<file path="config.mk">
export PLATFORM = sky130hd
export DESIGN_NAME = alu_execute
export DESIGN_NICKNAME = d
export VERILOG_FILES = /design/src/rtl/alu_execute.sv
export SDC_FILE = /design/constraint.sdc
export NUM_CORES = 1
export LEC_CHECK = 0
export BUFFER_PORTS_ARGS = -buffer_cell sky130_fd_sc_hd__buf_2
export CAP_MARGIN = 40
export CORE_MARGIN = 8
export CORE_UTILIZATION = 50
export DETAILED_ROUTE_END_ITERATION = 10
export PLACE_DENSITY = 0.73
export REMOVE_ABC_BUFFERS = 1
export SYNTH_ARGS = -nofsm -noshare
export SYNTH_HDL_FRONTEND = slang
export SYNTH_SLANG_ARGS = --single-unit
</file>
<file path="constraint.sdc">
create_clock -name Clock -period 7.04 [get_ports Clock]
set_clock_uncertainty 0.1 [all_clocks]
set_input_delay 1.408 -clock Clock [delete_from_list [all_inputs] [get_ports Clock]]
set_output_delay 1.408 -clock Clock [all_outputs]
set_load 0.01 [all_outputs]
</file>
<file path="src/rtl/alu_execute.sv">
// Execute stage: single-cycle ALU ops plus a 32-cycle iterative shift-add multiplier.
// Results, destination index and flags are registered and held until the next completion.
module alu_execute (
  input  logic        Clock,
  input  logic        Reset_n,
  input  logic        Start,
  input  logic [3:0]  Opcode,
  input  logic [3:0]  Dest_in,
  input  logic [31:0] Operand_1,
  input  logic [31:0] Operand_2,
  output logic        Busy,
  output logic        Done,
  output logic [31:0] ALU_Result,
  output logic [3:0]  Destination,
  output logic        Write_enable,
  output logic [3:0]  Flags,
  output logic [1:0]  debug_state
);

  localparam logic [1:0] S_IDLE = 2'd0;
  localparam logic [1:0] S_MUL  = 2'd1;
  localparam logic [1:0] S_DONE = 2'd2;

  localparam logic [3:0] OP_ADD = 4'd0;
  localparam logic [3:0] OP_SUB = 4'd1;
  localparam logic [3:0] OP_AND = 4'd2;
  localparam logic [3:0] OP_ORR = 4'd3;
  localparam logic [3:0] OP_EOR = 4'd4;
  localparam logic [3:0] OP_MOV = 4'd5;
  localparam logic [3:0] OP_LSL = 4'd6;
  localparam logic [3:0] OP_LSR = 4'd7;
  localparam logic [3:0] OP_MUL = 4'd8;
  localparam logic [3:0] OP_CMP = 4'd9;

  // Handshake: Start is sampled only while Busy=0; the op completes with a one-cycle Done pulse.
  logic [1:0]  state;
  logic [3:0]  op_q;
  logic [3:0]  dest_q;
  logic [31:0] mcand;
  logic [31:0] mplier;
  logic [31:0] acc;
  logic [4:0]  cnt;

  logic [32:0] sum33;
  logic [31:0] diff;
  logic [31:0] alu_res;
  logic [3:0]  alu_flags;
  logic        res_wr;
  logic        flag_wr;
  logic [31:0] acc_next;

  always_comb begin
    sum33     = {1'b0, Operand_1} + {1'b0, Operand_2};
    diff      = Operand_1 - Operand_2;
    alu_res   = 32'd0;
    alu_flags = 4'd0;
    res_wr    = 1'b0;
    flag_wr   = 1'b0;
    case (Opcode)
      OP_ADD: begin
        alu_res   = sum33[31:0];
        alu_flags = {sum33[31], (sum33[31:0] == 32'd0), sum33[32],
                     (Operand_1[31] == Operand_2[31]) && (sum33[31] != Operand_1[31])};
        res_wr    = 1'b1;
        flag_wr   = 1'b1;
      end
      OP_SUB, OP_CMP: begin
        alu_res   = diff;
        alu_flags = {diff[31], (diff == 32'd0), (Operand_1 >= Operand_2),
                     (Operand_1[31] != Operand_2[31]) && (diff[31] != Operand_1[31])};
        res_wr    = (Opcode == OP_SUB);
        flag_wr   = 1'b1;
      end
      OP_AND: begin alu_res = Operand_1 & Operand_2; res_wr = 1'b1; end
      OP_ORR: begin alu_res = Operand_1 | Operand_2; res_wr = 1'b1; end
      OP_EOR: begin alu_res = Operand_1 ^ Operand_2; res_wr = 1'b1; end
      OP_MOV: begin alu_res = Operand_2;              res_wr = 1'b1; end
      OP_LSL: begin alu_res = Operand_1 << Operand_2[4:0]; res_wr = 1'b1; end
      OP_LSR: begin alu_res = Operand_1 >> Operand_2[4:0]; res_wr = 1'b1; end
      default: ;
    endcase
  end

  assign acc_next = acc + (mplier[0] ? mcand : 32'd0);

  always_ff @(posedge Clock or negedge Reset_n) begin
    if (!Reset_n) begin
      state       <= S_IDLE;
      op_q        <= 4'd0;
      dest_q      <= 4'd0;
      mcand       <= 32'd0;
      mplier      <= 32'd0;
      acc         <= 32'd0;
      cnt         <= 5'd0;
      ALU_Result  <= 32'd0;
      Destination <= 4'd0;
      Flags       <= 4'd0;
    end else begin
      case (state)
        S_IDLE: begin
          if (Start) begin
            op_q   <= Opcode;
            dest_q <= Dest_in;
            if (Opcode == OP_MUL) begin
              mcand  <= Operand_1;
              mplier <= Operand_2;
              acc    <= 32'd0;
              cnt    <= 5'd0;
              state  <= S_MUL;
            end else begin
              if (res_wr) begin
                ALU_Result  <= alu_res;
                Destination <= Dest_in;
              end
              if (flag_wr) Flags <= alu_flags;
              state <= S_DONE;
            end
          end
        end
        S_MUL: begin
          // One partial product per cycle; ALU_Result is only touched on the last one.
          acc    <= acc_next;
          mcand  <= mcand << 1;
          mplier <= mplier >> 1;
          cnt    <= cnt + 5'd1;
          if (cnt == 5'd31) begin
            ALU_Result  <= acc_next;
            Destination <= dest_q;
            state       <= S_DONE;
          end
        end
        S_DONE:  state <= S_IDLE;
        default: state <= S_IDLE;
      endcase
    end
  end

  assign Busy         = (state != S_IDLE);
  assign Done         = (state == S_DONE);
  assign Write_enable = Done && (op_q <= OP_MUL);
  assign debug_state  = state;

endmodule

</file>
### Word level (Yosys, flattened, before mapping)

Cells that the tools add are included.

* add/sub/neg operators: 4
* divide/modulo/power cells: 0
* reduce and logical (&&, ||, !) cells: 17
* eq/ne operators: 21
* $lt $le $gt $ge: 2
* multiply operators: 0
* shift operators: 2
* muxes and demuxes: 31
* bitwise gates (word level): 4

Operator list (count)
* $mux W32: 11
* $pmux W32 S2: 4
* $pmux W32 S8: 1
* $logic_not A32 Y1: 2
* $add A32 B32 Y33: 1
* $add A32 B32 Y32: 1
* $and A32 B32 Y32: 1
* $ge A32 B32 Y1: 1
* $or A32 B32 Y32: 1
* $shl A32 B5 Y32: 1
* $shr A32 B5 Y32: 1
* $sub A32 B32 Y32: 1
* $xor A32 B32 Y32: 1
* $eq A4 B3 Y1 const B: 4
* $mux W4: 4
* $pmux W4 S2: 2
* $mux W5: 2
* $ne A2 B2 Y1 const B: 5
* $pmux W5 S2: 1
* $eq A4 B2 Y1 const B: 2
* $eq A4 B4 Y1 const B: 2
* $reduce_or A7 Y1: 1
* $mux W2: 3
* $add A5 B1 Y5 const B: 1
* other kinds (21): 27

* memories: 0
* bits in writable memories: 0
* output and inout port bits: 45
* latch bits: 0
* bits in read-only memories: 0
* register bits: 151

### Logic depth before layout (Yosys ltp)

* depth after elaboration: 7
* gate-level depth with buffers: 18
* gate-level depth less buffers: 14

### Worst setup path after synthesis

Ideal clock, no wire load.

* path type: input to register
* start: input Operand_2[2]
* end: register Flags[1]
* stages: 17
* slack: 1.771 ns
* buffers on the path: 4
* arrival time: 5.050 ns
* library setup time: 0.118 ns
* cell sequence: inv_1 -> clkbuf_1 -> buf_1 -> ha_1 -> buf_6 -> o21bai_2 -> a211o_1 -> a2111o_1 -> and4b_1 -> buf_6 -> o311ai_4 -> a31oi_1 -> a2111oi_0 -> nor4_1 -> o31ai_1 -> a31oi_1 -> a21o_1

* word-level cells in the longest chain between the ends: 2
* elaborated cells on any way between the ends: 3
* those cells by class: add/sub: 1; order compare: 1; mux: 1

Ends and longest elaborated chain
* start: declaration: line 10 `input logic [31:0] Operand_2,`
* $add A32 B32 Y33 / $ge A32 B32 Y1 (equally long branches): line 53, 69
* $pmux W4 S2 *: line 59 `case (Opcode)`
* end signal: assignment: line 115 `if (flag_wr) Flags <= alu_flags;`
* end: declaration: line 16 `output logic [3:0] Flags,`

Mark *: on every way between the ends. The rest lies on a longest branch, timed or not.
A chain may end at the register's enable or synchronous reset.

### Worst setup path after layout

* start: register mplier[0]
* end: register ALU_Result[29]

* word-level cells in the longest chain between the ends: 4

Ends and longest elaborated chain
* start: declaration: line 40 `logic [31:0] mplier;`
* start signal: assignment: line 106 `mplier <= Operand_2;`
* start signal: assignment: line 124 `mplier <= mplier >> 1;`
* $mux W32: line 84 `assign acc_next = acc + (mplier[0] ? mcand : 32'd0);`
* $add A32 B32 Y32: line 84
* $mux W32: line 126 `if (cnt == 5'd31) begin`
* $pmux W32 S2: line 99 `case (state)`
* end signal: assignment: line 112 `ALU_Result <= alu_res;`
* end signal: assignment: line 127 `ALU_Result <= acc_next;`
* end: declaration: line 13 `output logic [31:0] ALU_Result,`

Every way passes these cells. The select of a mux whose other input is x is not followed.

==> results.yml <==
worst_setup_path:
  startpoint_type: "register"
  required_ns: 7.28
  arrival_ns: 5.37
  setup.worst_path.class: "register to register"
  cp_max_fo: 33
  critPathCaptureType: "register"
logic_synthesis:
  ys_warn_count: 0
  yosysSeqAreaShare: 0.227
  ys_ff_latch: 151
  async_flop_share: 1.00
  synth_cell_type_count: 85
  netlist_area_sq_um: 16600
  synth_flop_cell: "dfrtp_1"
  synth_edf_count: 0
  syn_avg_cell_area_sq_um: 7.44
  synthCells: 2236
grt:
  grt_max_degree: 83
  grt_usage: 0.359
  grt_pass1_vias: 17000
  grt_pass1_wl_mm: 107
  grt_antenna_before_repair: 1
  grt-ovfl-total: 0
hold_path:
  min_path_type: "register to register"
timing:
  finalSetupTns_ns: 0
  hold_viol_final: 0
  worstMarginPinSlew_ns: 0.969
  post-route-period-util: 0.729
  holdWs_ns: 0.384
  min_period_ns: 5.14
  finalSetupViolations: 0
  max_freq_ghz: 0.195
  max_slew_margin: 0.338
  worst_slack_ns: 1.90
  rsz0062_at_grt: "no"
  report.final.slew_viol_count: 0
clocking:
  cts.sinks: 151
  cts_buffers: 17
  clk_latency_ns: 0.47
  cts_buffer_depth: 2
  clk_pin_slew_ns: 0.09
  cts_tree: "done"
  root_buffer: "clkbuf_16"
  cts_resized: 0
  postCtsSetupBuffers: 0
  htree_levels: 4
  hold_buffers: 0
power_and_ir_drop:
  fin_total_pwr_mw: 5.16
  power.density_nw_per_um2: 283
  irDropWorstVdd_mv: 0.210
  p_leak_nw: 8.28
placed_design:
  pre_cts_ws_ns: 1.54
  hpwl_mm: 55.0
  port_buffers: 119
  gp_congestion: 1.04
routing:
  routed_via_density: 6.60
  drtIter0Drc: 2596
  wl_mm: 71.6
  vias: 18000
  drc: 0
  wl_per_cell_um: 26.3
  dr.pass1.iters: 6
  drtAntennaViolNets: 0
floorplanning:
  die_w_um: 198
  placementRows: 67
  ios: 120
  die_h_um: 198
  initial_core_util: 0.503
  design.die.area_sq_um: 39400
  core-area_sq_um: 33100
flow_run:
  max_cap_violations: 0
outcome:
  status: "complete, no violations"
finish:
  area_delta_synth_final_pct: 9.41
  fillers: 3162
  fin_nets: 2469
  drive_gt1_frac: 0.108
  antennaDiodeCount: 0
  fin_util: 0.550
-- registers in the layout, summed over array words and instances (netlist names) --
name         count
acc             32
op_q             4
dest_q           4
Flags            4
mcand           32
mplier          32
cnt              5
ALU_Result      32
debug_state      2
Destination      4
-- placed cells by master (no fill, tap or decap), types with 18 or more instances in the layout --
cell type,count
nand2_1,307
nor2_1,243
a21oi_1,178
dfrtp_1,151
o21ai_0,141
ha_1,130
buf_2,120
inv_1,97
a31oi_1,90
mux2i_1,80
xnor2_1,59
and2_1,43
a21o_1,39
o211ai_1,33
a22oi_1,33
nand2b_1,32
a221oi_1,28
buf_4,27
nor3_1,24
xor2_1,22
nand3_1,20
o21bai_1,20
a22o_1,18
o22ai_1,18
mux2_2,18
-- worst paths after layout --
check | end | from | cells past startpoint | slack [ns]
setup / recovery | ALU_Result[29] | mplier[0] | 13 | 1.90
hold / removal | Flags[1] | Flags[1] | 1 | 0.38
setup reg to reg | ALU_Result[29] | mplier[0] | 13 | 1.90
hold reg to reg | Flags[1] | Flags[1] | 1 | 0.38
max in group asynchronous | mcand[7] | Reset_n | 3 | 4.70
min in group asynchronous | mplier[11] | Reset_n | 1 | 0.90
-- synthesized netlist by cell type (all sizes together), types with 15 or more instances --
cell type	count	area, sq um
nand3	20	100
xnor2	59	517
mux2i	80	801
a22o	18	158
clkbuf	114	428
nand2b	33	206
dfrtp	151	3780
mux2	18	203
a221oi	28	245
nor2	247	930
ha	130	1630
o21ai	144	724
and2	44	275
o22ai	18	113
a21o	39	293
o21bai	21	161
a21oi	180	901
nand2	307	1150
a31oi	90	563
a22oi	33	248
nand4	15	93.8
inv	100	375
buf	31	151
and3	17	106
nor2b	16	100
o31ai	16	120
xor2	22	193
o211ai	33	248
nor3	26	135
a211oi	16	125
-- report_power, final --
group | internal, mW | leakage, nW | switching [mW]
Combinational | 1.05 | 6.17 | 1.62
Sequential | 1.19 | 1.79 | 0.244
Clock | 0.582 | 0.319 | 0.471
-- metal layers --
metal  part of all wire  track usage
met5            0.00013            0
met4              0.031        0.116
met3               0.10       0.0692
met2               0.44        0.557
met1               0.43        0.496
-- stage by stage --
step           instances  cell area (sq um)
2_1_floorplan       2091              16100
3_3_place_gp        2685              17500
5_1_grt             2722              18200
3_5_place_dp        2690              17600
4_1_cts             2722              18200
6_report            2722              18200
-- kinds of logic after synthesis --
kind of cell               Yosys count  synth area share
AOI/OAI and AO/OA                  738             0.291
DFF                                151             0.227
and+or+nand+nor                    781             0.211
xor gates and xnor gates            81            0.0426
muxes                              105            0.0698
adders and majority gates          133             0.101
buffers and inverters              247            0.0578
-- layout make-up --
class                      instances  area (sq um)  share of cell area
clock buffer                      17           425              0.0234
clock inverter                    15           228              0.0125
inverter                         102           383              0.0210
multi-input combinational       1838         12000               0.657
sequential                       151          3780               0.208
tap                              448           561              0.0308
timing repair buffer             151           870              0.0478
-- critical path, cell delays in order, from the launching register on --
cell and delay, ns:
dfrtp_1 0.93, and2_1 0.29, ha_1 0.25, a21o_1 0.15
a21oi_1 0.31, o21ai_0 0.24, a2111oi_0 0.88, o31ai_1 0.35
a31o_2 0.36, a221oi_1 0.32, o21bai_1 0.12, xnor2_1 0.16
nor2_1 0.13, o32a_1 0.42
No activity file was read; power rests on OpenSTA's default activity.
